--- config.mk ---
export PLATFORM = sky130hd
export DESIGN_NAME = dest_scoreboard
export DESIGN_NICKNAME = d
export VERILOG_FILES = /design/src/rtl/dest_scoreboard.sv
export SDC_FILE = /design/constraint.sdc
export NUM_CORES = 1
export LEC_CHECK = 0
export CAP_MARGIN = 15
export CELL_PAD_IN_SITES_DETAIL_PLACEMENT = 1
export CELL_PAD_IN_SITES_GLOBAL_PLACEMENT = 1
export CORE_MARGIN = 2
export CORE_UTILIZATION = 44
export DETAILED_ROUTE_END_ITERATION = 8
export PLACE_DENSITY = 0.83
export SETUP_SLACK_MARGIN = 0.1
export SLEW_MARGIN = 20
export SYNTH_ARGS = -nofsm -noshare
export SYNTH_HDL_FRONTEND = slang
export SYNTH_SLANG_ARGS = --single-unit
--- constraint.sdc ---
create_clock -name clk -period 4.6 [get_ports clk]
set_clock_uncertainty 0.15 [all_clocks]
set_input_delay 1.15 -clock clk [delete_from_list [all_inputs] [get_ports clk]]
set_output_delay 1.15 -clock clk [all_outputs]
set_load 0.02 [all_outputs]
--- src/rtl/dest_scoreboard.sv ---
// dest_scoreboard: issue-side destination scoreboard.
// Keeps a small pending-write counter for each of the 32 GPRs and 32 FPRs.
// Decoded instructions are held back while a source still has a write in
// flight (RAW), while the destination counter is full, or while the
// outstanding-write total is full. Counters drop as writebacks retire.
// GPR r0 is hard-wired, so it is never tracked and never reported busy.
module dest_scoreboard #(
  parameter int CNT_W   = 2,
  parameter int TOTAL_W = 6
) (
  input  logic               clk,
  input  logic               rst_n,
  input  logic               flush,
  input  logic               issue_valid,
  input  logic               issue_gen,
  input  logic               issue_flt,
  input  logic [4:0]         issue_reg_num,
  input  logic [2:0]         src_valid,
  input  logic [2:0]         src_flt,
  input  logic [2:0][4:0]    src_reg_num,
  output logic               issue_ready,
  input  logic               wb_valid,
  input  logic               wb_flt,
  input  logic [4:0]         wb_reg_num,
  output logic [TOTAL_W-1:0] busy_total,
  output logic               err_underflow
);

  localparam logic [CNT_W-1:0]   CNT_MAX   = {CNT_W{1'b1}};
  localparam logic [TOTAL_W-1:0] TOTAL_MAX = {TOTAL_W{1'b1}};

  // Registered per-register pending counters and their next values
  logic [CNT_W-1:0]   cnt_g     [32];
  logic [CNT_W-1:0]   cnt_f     [32];
  logic [CNT_W-1:0]   cnt_g_nxt [32];
  logic [CNT_W-1:0]   cnt_f_nxt [32];
  logic [TOTAL_W-1:0] busy_nxt;
  logic               err_nxt;

  // Destination decode
  logic               dest_g;
  logic               dest_f;
  logic               dest_trk;
  logic [CNT_W-1:0]   dest_cnt;

  // Hazard terms
  logic               raw;
  logic               sat;
  logic               full;

  // Issue / writeback qualification
  logic               accept;
  logic               accept_g;
  logic               accept_f;
  logic               wb_trk;
  logic [CNT_W-1:0]   wb_cnt;
  logic               retire_ok;
  logic               retire_err;

  // Saturating counter step: increment and decrement in the same cycle
  // cancel; the guards keep the counter from ever wrapping even if the
  // hazard logic upstream were bypassed.
  function automatic logic [CNT_W-1:0] cnt_step(
    input logic [CNT_W-1:0] cur,
    input logic             inc,
    input logic             dec
  );
    logic [CNT_W-1:0] res;
    res = cur;
    if (inc && !dec && (cur != CNT_MAX)) begin
      res = cur + 1'b1;
    end else if (dec && !inc && (cur != '0)) begin
      res = cur - 1'b1;
    end
    return res;
  endfunction

  // Same saturating step for the outstanding-write total.
  function automatic logic [TOTAL_W-1:0] total_step(
    input logic [TOTAL_W-1:0] cur,
    input logic               inc,
    input logic               dec
  );
    logic [TOTAL_W-1:0] res;
    res = cur;
    if (inc && !dec && (cur != TOTAL_MAX)) begin
      res = cur + 1'b1;
    end else if (dec && !inc && (cur != '0)) begin
      res = cur - 1'b1;
    end
    return res;
  endfunction

  // Destination decode: GPR wins when both flags are set; r0 is untracked
  always_comb begin
    dest_g   = issue_gen;
    dest_f   = issue_flt && !issue_gen;
    dest_trk = (dest_g && (issue_reg_num != 5'd0)) || dest_f;
    dest_cnt = '0;
    if (dest_g) begin
      dest_cnt = cnt_g[issue_reg_num];
    end else if (dest_f) begin
      dest_cnt = cnt_f[issue_reg_num];
    end
  end

  // RAW detection over the three source operands, from registered counts only
  always_comb begin
    raw = 1'b0;
    for (int i = 0; i < 3; i++) begin
      if (src_valid[i]) begin
        if (src_flt[i]) begin
          if (cnt_f[src_reg_num[i]] != '0) begin
            raw = 1'b1;
          end
        end else if (src_reg_num[i] != 5'd0) begin
          if (cnt_g[src_reg_num[i]] != '0) begin
            raw = 1'b1;
          end
        end
      end
    end
  end

  // Stall decision; deliberately independent of issue_valid and flush
  always_comb begin
    sat         = dest_trk && (dest_cnt == CNT_MAX);
    full        = (busy_total == TOTAL_MAX);
    issue_ready = !(raw || sat || full);
  end

  // Qualify the issue and writeback events that actually change state
  always_comb begin
    accept   = issue_valid && issue_ready && !flush;
    accept_g = accept && dest_trk && dest_g;
    accept_f = accept && dest_trk && dest_f;

    wb_trk   = wb_valid && !flush && (wb_flt || (wb_reg_num != 5'd0));
    wb_cnt   = wb_flt ? cnt_f[wb_reg_num] : cnt_g[wb_reg_num];
    retire_ok  = wb_trk && (wb_cnt != '0);
    retire_err = wb_trk && (wb_cnt == '0);
  end

  // Next-state for every counter; flush clears everything but the error flag
  always_comb begin
    for (int r = 0; r < 32; r++) begin
      if (flush) begin
        cnt_g_nxt[r] = '0;
        cnt_f_nxt[r] = '0;
      end else begin
        cnt_g_nxt[r] = cnt_step(cnt_g[r],
                                accept_g && (issue_reg_num == 5'(r)),
                                retire_ok && !wb_flt && (wb_reg_num == 5'(r)));
        cnt_f_nxt[r] = cnt_step(cnt_f[r],
                                accept_f && (issue_reg_num == 5'(r)),
                                retire_ok && wb_flt && (wb_reg_num == 5'(r)));
      end
    end

    if (flush) begin
      busy_nxt = '0;
    end else begin
      busy_nxt = total_step(busy_total, accept_g || accept_f, retire_ok);
    end

    err_nxt = err_underflow || retire_err;
  end

  // State registers with asynchronous active-low reset
  always_ff @(posedge clk or negedge rst_n) begin
    if (!rst_n) begin
      for (int r = 0; r < 32; r++) begin
        cnt_g[r] <= '0;
        cnt_f[r] <= '0;
      end
      busy_total    <= '0;
      err_underflow <= 1'b0;
    end else begin
      for (int r = 0; r < 32; r++) begin
        cnt_g[r] <= cnt_g_nxt[r];
        cnt_f[r] <= cnt_f_nxt[r];
      end
      busy_total    <= busy_nxt;
      err_underflow <= err_nxt;
    end
  end

endmodule

Yosys cells after proc, flatten, opt, wreduce, memory -nomap -nowiden
Index checks and enable logic that the tools add are counted.
W data, S select, Z words.

operators by class
  add/sub/neg operators = 130
  reduce and logical (&&, ||, !) cells = 687
  equality and inequality tests = 129
  multiplexer cells = 243
  bitwise gates (word level) = 5
  magnitude comparators = 5

operator list
  kind                   number
  $mux W2                215
  $logic_and A1 B1 Y1    402
  $reduce_bool A3 Y1     65
  $eq A5 B5 Y1 const B   32
  $reduce_bool A2 Y1     71
  $logic_not A1 Y1       134
  $add A2 B1 Y2 const B  64
  $ne A2 B2 Y1 const B   64
  $sub A2 B1 Y2 const B  64
  $bmux W2 S5            10
  $eq A5 B4 Y1 const B   16
  $eq A5 B3 Y1 const B   8
  $ge A6 B6 Y1 const B   5
  $not A5 Y6             5
  $reduce_bool A5 Y1     5
  $eq A5 B2 Y1 const B   4
  $mux W6                3
  $mux W1                15
  $eq A5 B1 Y1 const B   2
  $logic_not A5 Y1       2
  $add A6 B1 Y6 const B  1
  $eq A6 B6 Y1 const B   1
  $logic_or A1 B1 Y1     6
  $ne A6 B6 Y1 const B   1
  4 further kinds        4

storage, ports and cells
  bits of input ports = 39
  register bits after elaboration = 135
  output and inout port bits = 8
  logic and storage cells = 1265

Longest topological paths before layout
Gate-level depths: netlist of run 1.

  word-level depth = 31
  mapped depth = 18
  mapped depth without buffers = 15

Least setup slack after synthesis of run 1
No wires, ideal clock.

  path type = input -> register
  start point = in wb_reg_num[1]
  end point = reg busy_total[5]
  cell stages on the path = 17
  buffers on the path = 2
  arrival time = 4.462 ns
  setup time = 0.080 ns
  required time = 4.370 ns
  path slack = -0.092 ns
  cells stage by stage = buf_2 > or2_2 > buf_2 > o32ai_1 > or3_1 > a2111oi_0 > nor3b_1 > a22oi_1 > and3_1 > inv_2 > ha_1 > a21o_1 > a21oi_1 > o21bai_1 > a21oi_1 > mux2i_1 > mux2i_1

between the ends
  longest elaborated chain between the ends = 12
  elaborated cells between the ends (all ways) = 21
  those cells by class = mux (9); bitwise (1); reduce/logical (11)

RTL lines
  element                                      RTL line  RTL
  from (decl)                                  24        input logic [4:0] wb_reg_num,
  $not A5 Y6 (implied by the code)             139       wb_cnt = wb_flt ? cnt_f[wb_reg_num] : cnt_g[wb_reg_num];
  $bmux W2 S5                                  139
  $mux W2 (implied by the code) (2 in series)  139
  $mux W2                                      139
  $reduce_bool A2 Y1                           140       retire_ok = wb_trk && (wb_cnt != '0);
  $logic_and A1 B1 Y1 (*)                      140
  $logic_not A1 Y1                             86        if (inc && !dec && (cur != TOTAL_MAX)) begin
  $logic_and A1 B1 Y1 (2 in series)            86
  $mux W6                                      86
  $mux W6                                      160       if (flush) begin
  to (signal assigned)                         183       busy_total <= busy_nxt;
  to (decl)                                    25        output logic [TOTAL_W-1:0] busy_total,

Mark *: on every way between the ends. The rest lies on a longest branch, timed or not. The select of a mux whose other input is x is not followed.
A chain may end at the register's enable or synchronous reset.

Worst setup path after layout of run 1
  start point = in src_reg_num[6] in the netlist's numbering
  end point = out issue_ready

between the ends
  longest elaborated chain between the ends = 16
  elaborated cells between the ends (all ways) = 23
  those cells by class = mux (16); bitwise (1); reduce/logical (6)

RTL lines
  element                                      RTL line  RTL
  from (decl)                                  20        input logic [2:0][4:0] src_reg_num,
  $not A5 Y6 (implied by the code)             113, 117
  $bmux W2 S5                                  117       if (cnt_g[src_reg_num[i]] != '0) begin
  $mux W2 (implied by the code) (2 in series)  117
  $reduce_bool A2 Y1                           117
  $mux W1                                      117
  $mux W1                                      116       end else if (src_reg_num[i] != 5'd0) begin
  $mux W1 (*)                                  112       if (src_flt[i]) begin
  $mux W1 (*)                                  111       if (src_valid[i]) begin
  $mux W1                                      117
  $mux W1                                      116
  $mux W1                                      112
  $mux W1 (*)                                  111
  $logic_or A1 B1 Y1 (*) (2 in series)         129       issue_ready = !(raw || sat || full);
  $logic_not A1 Y1 (*)                         129
  to (decl)                                    21        output logic issue_ready,

Marked as above.

==> results of run 1 <==
-- critical path, cell delays in order --
cell and delay, ns:
buf_4 0.15, buf_6 0.14, buf_4 0.16, nor4b_4 0.23, buf_4 0.15, a311o_1 0.15
o221ai_1 0.17, o2111ai_2 0.14, o32ai_2 0.15, nor4b_4 0.49, and2_4 0.25, buf_6 0.11
-- power by group through the flow --
stage | combinational [mW] | sequential, mW | clock [mW]
6_report | 0.730 | 1.22 | 1.47
2_1_floorplan | 0.316 | 1.24 | 0
4_1_cts | 0.649 | 1.22 | 1.46
5_1_grt | 0.757 | 1.22 | 1.51
3_3_place_gp | 0.623 | 1.24 | 0
3_5_place_dp | 0.634 | 1.24 | 0
-- kinds of logic after synthesis --
logic type	share of synthesized area
and+or+nand+nor	0.240
muxes	0.137
buffers and inverters	0.0521
DFF	0.294
adders and majority gates	0.00609
xor gates and xnor gates	0.0954
AOI/OAI and AO/OA	0.176
-- how the worst max path moves through the flow --
stage | startpoint | endpoint | cells past startpoint
global route | src_reg_num[6] | issue_ready | 12
detailed placement | src_reg_num[12] | issue_ready | 10
floorplan | src_reg_num[1] | busy_total[5]$_DFFE_PN0P_ | 15
CTS | src_reg_num[12] | issue_ready | 10
global placement | src_reg_num[12] | issue_ready | 10
finish | src_reg_num[6] | issue_ready | 12
-- repair_timing --
item                                   CTS  global route
endpoints found under the hold margin    0             0
pin swaps                                4            30
gates cloned                             0             5
setup endpoints to repair               73            12
buffers inserted                         1            17
gates resized for setup                 37            91
-- placed cells by master, fill, tap and decap left out, types with 33 or more instances in the layout --
master	instances
nand2_1	119
xor2_1	48
o211ai_1	64
a21oi_1	41
xnor2_1	62
nor2_1	150
buf_4	189
nor3_1	33
mux4_2	64
dfrtp_1	135
nand4_1	58
nand3_1	63
-- routing by layer --
| metal | up-vias | track usage |
|---|---|---|
| met5 | - | 0 |
| met4 | 0 | 0.216 |
| met3 | 273 | 0.0732 |
| met2 | 930 | 0.605 |
| met1 | 6452 | 0.485 |
| li1 | 5170 | - |
-- final cells by class --
| cell class | instances | area, µm² | area share |
|---|---|---|---|
| Multi-Input combinational cell | 1026 | 7930 | 0.537 |
| Sequential cell | 135 | 3380 | 0.229 |
| Inverter | 30 | 121 | 0.00821 |
| Clock inverter | 12 | 130 | 0.00880 |
| Timing Repair Buffer | 264 | 2330 | 0.158 |
| Tap cell | 335 | 419 | 0.0284 |
| Clock buffer | 20 | 467 | 0.0316 |
-- flip-flops by register name, indices dropped and copies added (netlist names) --
signal / cells
busy_total: 6
err_underflow: 1
cnt_g: 64
cnt_f: 64
-- metrics by stage --
stage	area, µm²	power (mW)	setup slack (ns)
detailed placement	13500	1.87	-0.963
floorplan	11600	1.56	0.0713
global route	14800	3.49	-0.138
global placement	13500	1.86	-0.951
CTS	14300	3.33	-0.239
finish	14800	3.41	-0.157
-- cell usage after synthesis (28+ instances only) --
cell type and instances:
o211ai_1 64, a21oi_1 45, xnor2_1 62, nor2_1 153
clkbuf_1 38, and2_1 28, xor2_1 48, buf_2 34
nand4_1 58, dfrtp_1 135, o21ai_0 30, nand2_1 119
nor3_1 36, nand3_1 64, mux4_2 64
==> run_results.csv, run 1 <==
group,metric,value,unit
outcome,status,"finished, violations left",
outcome,violations,"negative setup slack",
global_route,grt_max_degree,109,
worst_setup_path,critPathLaunchType,"primary input",
floorplan,chipWidth,166,µm
power,p_sw_frac,0.326,
timing,relSlewSlack,0.363,
place,placedCellCount,1769,
finish,antennaDiodeCount,0,
power,pwr_density_cell,231,mW/mm²
power,p_comb_frac,0.214,
detailed_routing,vias,12800,
floorplan,initial_core_util,0.445,
detailed_routing,drt-met1-wl,20300,µm
finish,drive_gt1_frac,0.278,
power,power.leakage,6.08,nW
clocking,clkTransAtPathRegs,0.06,ns
floorplan,dieArea,0.0275,mm²
synth,synthTopCellsByArea,"dfrtp_1 (29%), mux4_2 (13%), nor2_1 (5.0%), xnor2_1 (4.7%), o211ai_1 (4.2%)",
timing,finalHoldViolations,0,
synth,synth_top_area_share,0.294,
power,internal-power,2.30,mW
floorplan,row_count,59,
global_route,grt_pass1_wl,79800,µm
worst_setup_path,r2r_slack,0.15,ns
timing,hold_ws,0.334,ns
worst_hold_path,whs_path_depth,2,
synth,avgSynthCellArea,8.96,µm²
detailed_routing,drc,0,
worst_setup_path,path_class,"primary input to output port",
synth,synth_edf_count,0,
global_route,grt_pass1_vias,13000,
floorplan,die_y,166,µm
timing,min_period,4.76,ns
detailed_routing,detail_route.vias_per_cell,7.04,
clocking,holdBufCountCts,0,
global_route,grtUsageTotal,0.380,
clocking,cts_buffers,17,
timing,tightestPinTransition,0.956,ns
global_route,grt_remaining_overflow,0,
worst_hold_path,min_from,"err_underflow$_DFF_PN0_",
power,p_clk_frac,0.430,
place,dp_hpwl,38400,µm
clocking,h-tree-depth,4,
detailed_routing,ant_nets,0,
clocking,clockBufferDepth,2,
synth,synth_top_area_cell,"dfrtp_1",
synth,synth_fp_nets,1329,
synth,async_flop_share,1.00,
worst_setup_path,reg2reg_from,"cnt_f[16]$_DFFE_PN0P_",
worst_hold_path,worst_hold_path.endpoint,"err_underflow$_DFF_PN0_",
floorplan,io_pins,47,
synth,synth_area,0.0115,mm²
timing,fin_tns_setup,-0.189,ns
finish,fillers,2949,
finish,fin_util,0.572,
job,max_cap_violations,0,
worst_setup_path,cp.arrival,3.46,ns
clocking,cts_sinks,135,
timing,clock.fmax,210,MHz
worst_setup_path,cp-end-kind,"output port",
timing,slew_violations,0,
synth,yosysSeqAreaShare,0.294,
detailed_routing,wl_per_cell,30.2,µm
synth,yosys_warnings,0,
clocking,cts_tree,"yes",
detailed_routing,first_pass_iters,6,
detailed_routing,drt_iter0_drc,1539,
floorplan,core,0.0258,mm²
power,ir_drop,236,µV
synth,syn_inst,1285,
place,place_congestion,1.01,
place,port_buffers,46,
timing,rsz0062_at_grt,"yes",
finish,final_nets,1518,
global_route,antenna_found_initial,0,
synth,synth_cell_types,86,
detailed_routing,dr_wl_met3,5790,µm
timing,fin_crit_sh,1.03,
clocking,clockRootBuffer,"clkbuf_16",
worst_setup_path,required,3.30,ns
worst_hold_path,worstHoldPathType,"flop to flop",
detailed_routing,top_layer_used,"met4",
synth,yosys_most_used_dff,"dfrtp_1",
worst_setup_path,rr_endpoint,"busy_total[5]$_DFFE_PN0P_",
finish,fin_cells,1822,
timing,setup-violations-final,2,
detailed_routing,drt_wl_total,55000,µm
power,power.share.sequential,0.356,
worst_setup_path,crit_fanout,5,
worst_setup_path,reg2reg_depth,16,
power,switchingPower,1.11,mW
timing,worst_slack,-0.157,ns
clocking,clk_latency,0.45,ns
synth,yosys_register_bits,135,
detailed_routing,wl_met2,24900,µm
finish,syn_to_final_growth,28.4,%
No activity file was read; power rests on OpenSTA's default activity.
==> inputs of run 2 (changes only) <==
--- a/config.mk
+++ b/config.mk
@@ -8,11 +8,13 @@
 export CAP_MARGIN = 15
 export CELL_PAD_IN_SITES_DETAIL_PLACEMENT = 1
 export CELL_PAD_IN_SITES_GLOBAL_PLACEMENT = 1
-export CORE_MARGIN = 2
+export CORE_MARGIN = 3
 export CORE_UTILIZATION = 44
 export DETAILED_ROUTE_END_ITERATION = 8
+export GPL_ROUTABILITY_DRIVEN = 0
 export PLACE_DENSITY = 0.83
 export SETUP_SLACK_MARGIN = 0.1
+export SKIP_CTS_REPAIR_TIMING = 1
 export SLEW_MARGIN = 20
 export SYNTH_ARGS = -nofsm -noshare
 export SYNTH_HDL_FRONTEND = slang
==> run 2 against run 1 <==
  * The run still ends with negative setup slack left
  * Die area rose by 2.4%
  * Total power rose by 1.2%
  * Cell count fell by 0.27%
  * Clock power barely moved
  * Design area rose by 0.17%
  * Register-to-register slack got worse by 0.09 ns
  * Fmax fell by 0.29%
  * Sequential power barely moved
  * Flip-flop and latch count did not move
  * Critical path type unchanged
  * Largest cell class unchanged
  * Largest power group unchanged
==> run_results.csv, run 2 (same netlist as run 1, synthesis figures left out) <==
group,metric,value,unit
power,ir_drop,254,µV
global_route,grt_pass1_vias,13300,
place,placedCellCount,1754,
detailed_routing,drt_wl_total,63400,µm
power,p_comb_frac,0.220,
detailed_routing,first_pass_iters,7,
detailed_routing,drt_iter0_drc,2363,
worst_hold_path,min_from,"err_underflow$_DFF_PN0_",
global_route,grt_max_degree,87,
power,pwr_density_cell,233,mW/mm²
timing,rsz0062_at_grt,"yes",
floorplan,io_pins,47,
clocking,clockRootBuffer,"clkbuf_16",
power,switchingPower,1.12,mW
clocking,cts_tree,"yes",
finish,final_nets,1515,
place,port_buffers,46,
global_route,antenna_found_initial,3,
finish,mostFrequentLayoutCells,"buf_4 (184), nor2_1 (151), dfrtp_1 (135)",
timing,setup-violations-final,1,
outcome,status,"finished, violations left",
finish,syn_to_final_growth,28.6,%
worst_setup_path,reg2reg_depth,17,
detailed_routing,detail_route.vias_per_cell,7.62,
timing,fin_tns_setup,-0.171,ns
timing,hold_ws,0.402,ns
timing,worst_slack,-0.171,ns
worst_hold_path,whs_path_depth,2,
place,placed_area,0.0134,mm²
power,power.share.sequential,0.352,
place,pre_cts_slack,-1.02,ns
timing,tightestPinTransition,0.939,ns
worst_setup_path,reg2reg_from,"cnt_f[6]$_DFFE_PN0P_",
power,power.leakage,6.07,nW
detailed_routing,vias,13900,
worst_hold_path,worst_hold_path.endpoint,"err_underflow$_DFF_PN0_",
power,power,3.45,mW
clocking,clockBufferDepth,2,
finish,final_common_cell,"buf_4",
worst_setup_path,cp-end-kind,"output port",
timing,relSlewSlack,0.374,
floorplan,row_count,58,
timing,min_period,4.77,ns
floorplan,die_y,168,µm
finish,fin_cells,1817,
floorplan,initial_core_util,0.452,
detailed_routing,wl_per_cell,34.9,µm
power,internal-power,2.34,mW
clocking,cts_buffers,17,
place,dp_hpwl,37500,µm
power,p_clk_frac,0.428,
worst_setup_path,r2r_slack,0.06,ns
worst_setup_path,rr_endpoint,"busy_total[5]$_DFFE_PN0P_",
timing,slew_violations,0,
outcome,violations,"negative setup slack",
power,p_sw_frac,0.324,
timing,finalHoldViolations,0,
worst_setup_path,cp.arrival,3.47,ns
clocking,cts_sinks,135,
finish,reg_top3,"cnt_f: 64 flops, cnt_g: 64 flops, busy_total: 6 flops",
clocking,h-tree-depth,4,
detailed_routing,ant_nets,0,
job,max_cap_violations,0,
worst_setup_path,path_class,"primary input to output port",
timing,fin_crit_sh,1.04,
worst_setup_path,critPathLaunchType,"primary input",
worst_hold_path,worstHoldPathType,"flop to flop",
worst_setup_path,crit_fanout,10,
timing,clock.fmax,210,MHz
clocking,clk_latency,0.46,ns
floorplan,chipWidth,168,µm
detailed_routing,drc,0,
finish,fin_util,0.581,
floorplan,dieArea,0.0281,mm²
worst_setup_path,required,3.30,ns
global_route,grtUsageTotal,0.374,
finish,drive_gt1_frac,0.280,
global_route,grt_remaining_overflow,0,
clocking,clkTransAtPathRegs,0.07,ns
floorplan,core,0.0255,mm²
finish,final_area,0.0148,mm²
global_route,grt_pass1_wl,80900,µm
run 2: changes by cell type in the layout (fill, tap and decap cells not counted), moves of 4 or more:
cell,change
buf_4,-5
a22oi_2,+4
clkinv_4,-4
a22oi_1,-4
run 2: how the worst max path moves through the flow:
stage | startpoint | to | slack [ns] | cells past startpoint
final | issue_reg_num[1] | issue_ready | -0.17 | 12
after detailed placement | src_reg_num[6] | issue_ready | -1.02 | 12
after global routing | src_reg_num[1] | issue_ready | -0.13 | 12
after global placement | issue_reg_num[1] | issue_ready | -0.95 | 11
after floorplan | src_reg_num[1] | busy_total[5]$_DFFE_PN0P_ | 0.07 | 15
after CTS | issue_reg_num[3] | issue_ready | -1.05 | 12
run 2: final cells by class:
class                   instances  area, µm²
diodes                          3       7.51
clock buffers                  19        453
clock inverters                13        143
fillers                      2818      10700
inverters                      30        131
multi-input cells            1026       7950
flip-flops and latches        135       3380
well taps                     330        413
repair buffers                261       2330
run 2: metal layers:
layer / track usage / wire length [µm] / vias up / share of wire
li1: - / - / 5161 / -
met1: 0.456 / 21400 / 6672 / 0.34
met2: 0.567 / 26800 / 1442 / 0.42
met3: 0.122 / 8600 / 577 / 0.14
met4: 0.247 / 6630 / 0 / 0.10
met5: 0 / 0 / - / 0
run 2: power by group through the flow:
| stage | sequential (mW) | combinational, mW | clock [mW] |
|---|---|---|---|
| 2_1_floorplan | 1.24 | 0.316 | 0 |
| 3_3_place_gp | 1.24 | 0.611 | 0 |
| 3_5_place_dp | 1.24 | 0.627 | 0 |
| 4_1_cts | 1.21 | 0.634 | 1.46 |
| 5_1_grt | 1.22 | 0.780 | 1.52 |
| 6_report | 1.22 | 0.761 | 1.48 |
run 2: critical path, stage by stage:
cell,delay [ns]
buf_6,0.16
buf_4,0.15
nand3_1,0.10
a21oi_1,0.58
o22ai_1,0.17
buf_4,0.17
a211oi_2,0.23
a211oi_4,0.13
nor4b_4,0.16
buf_6,0.16
and2_4,0.16
buf_6,0.12
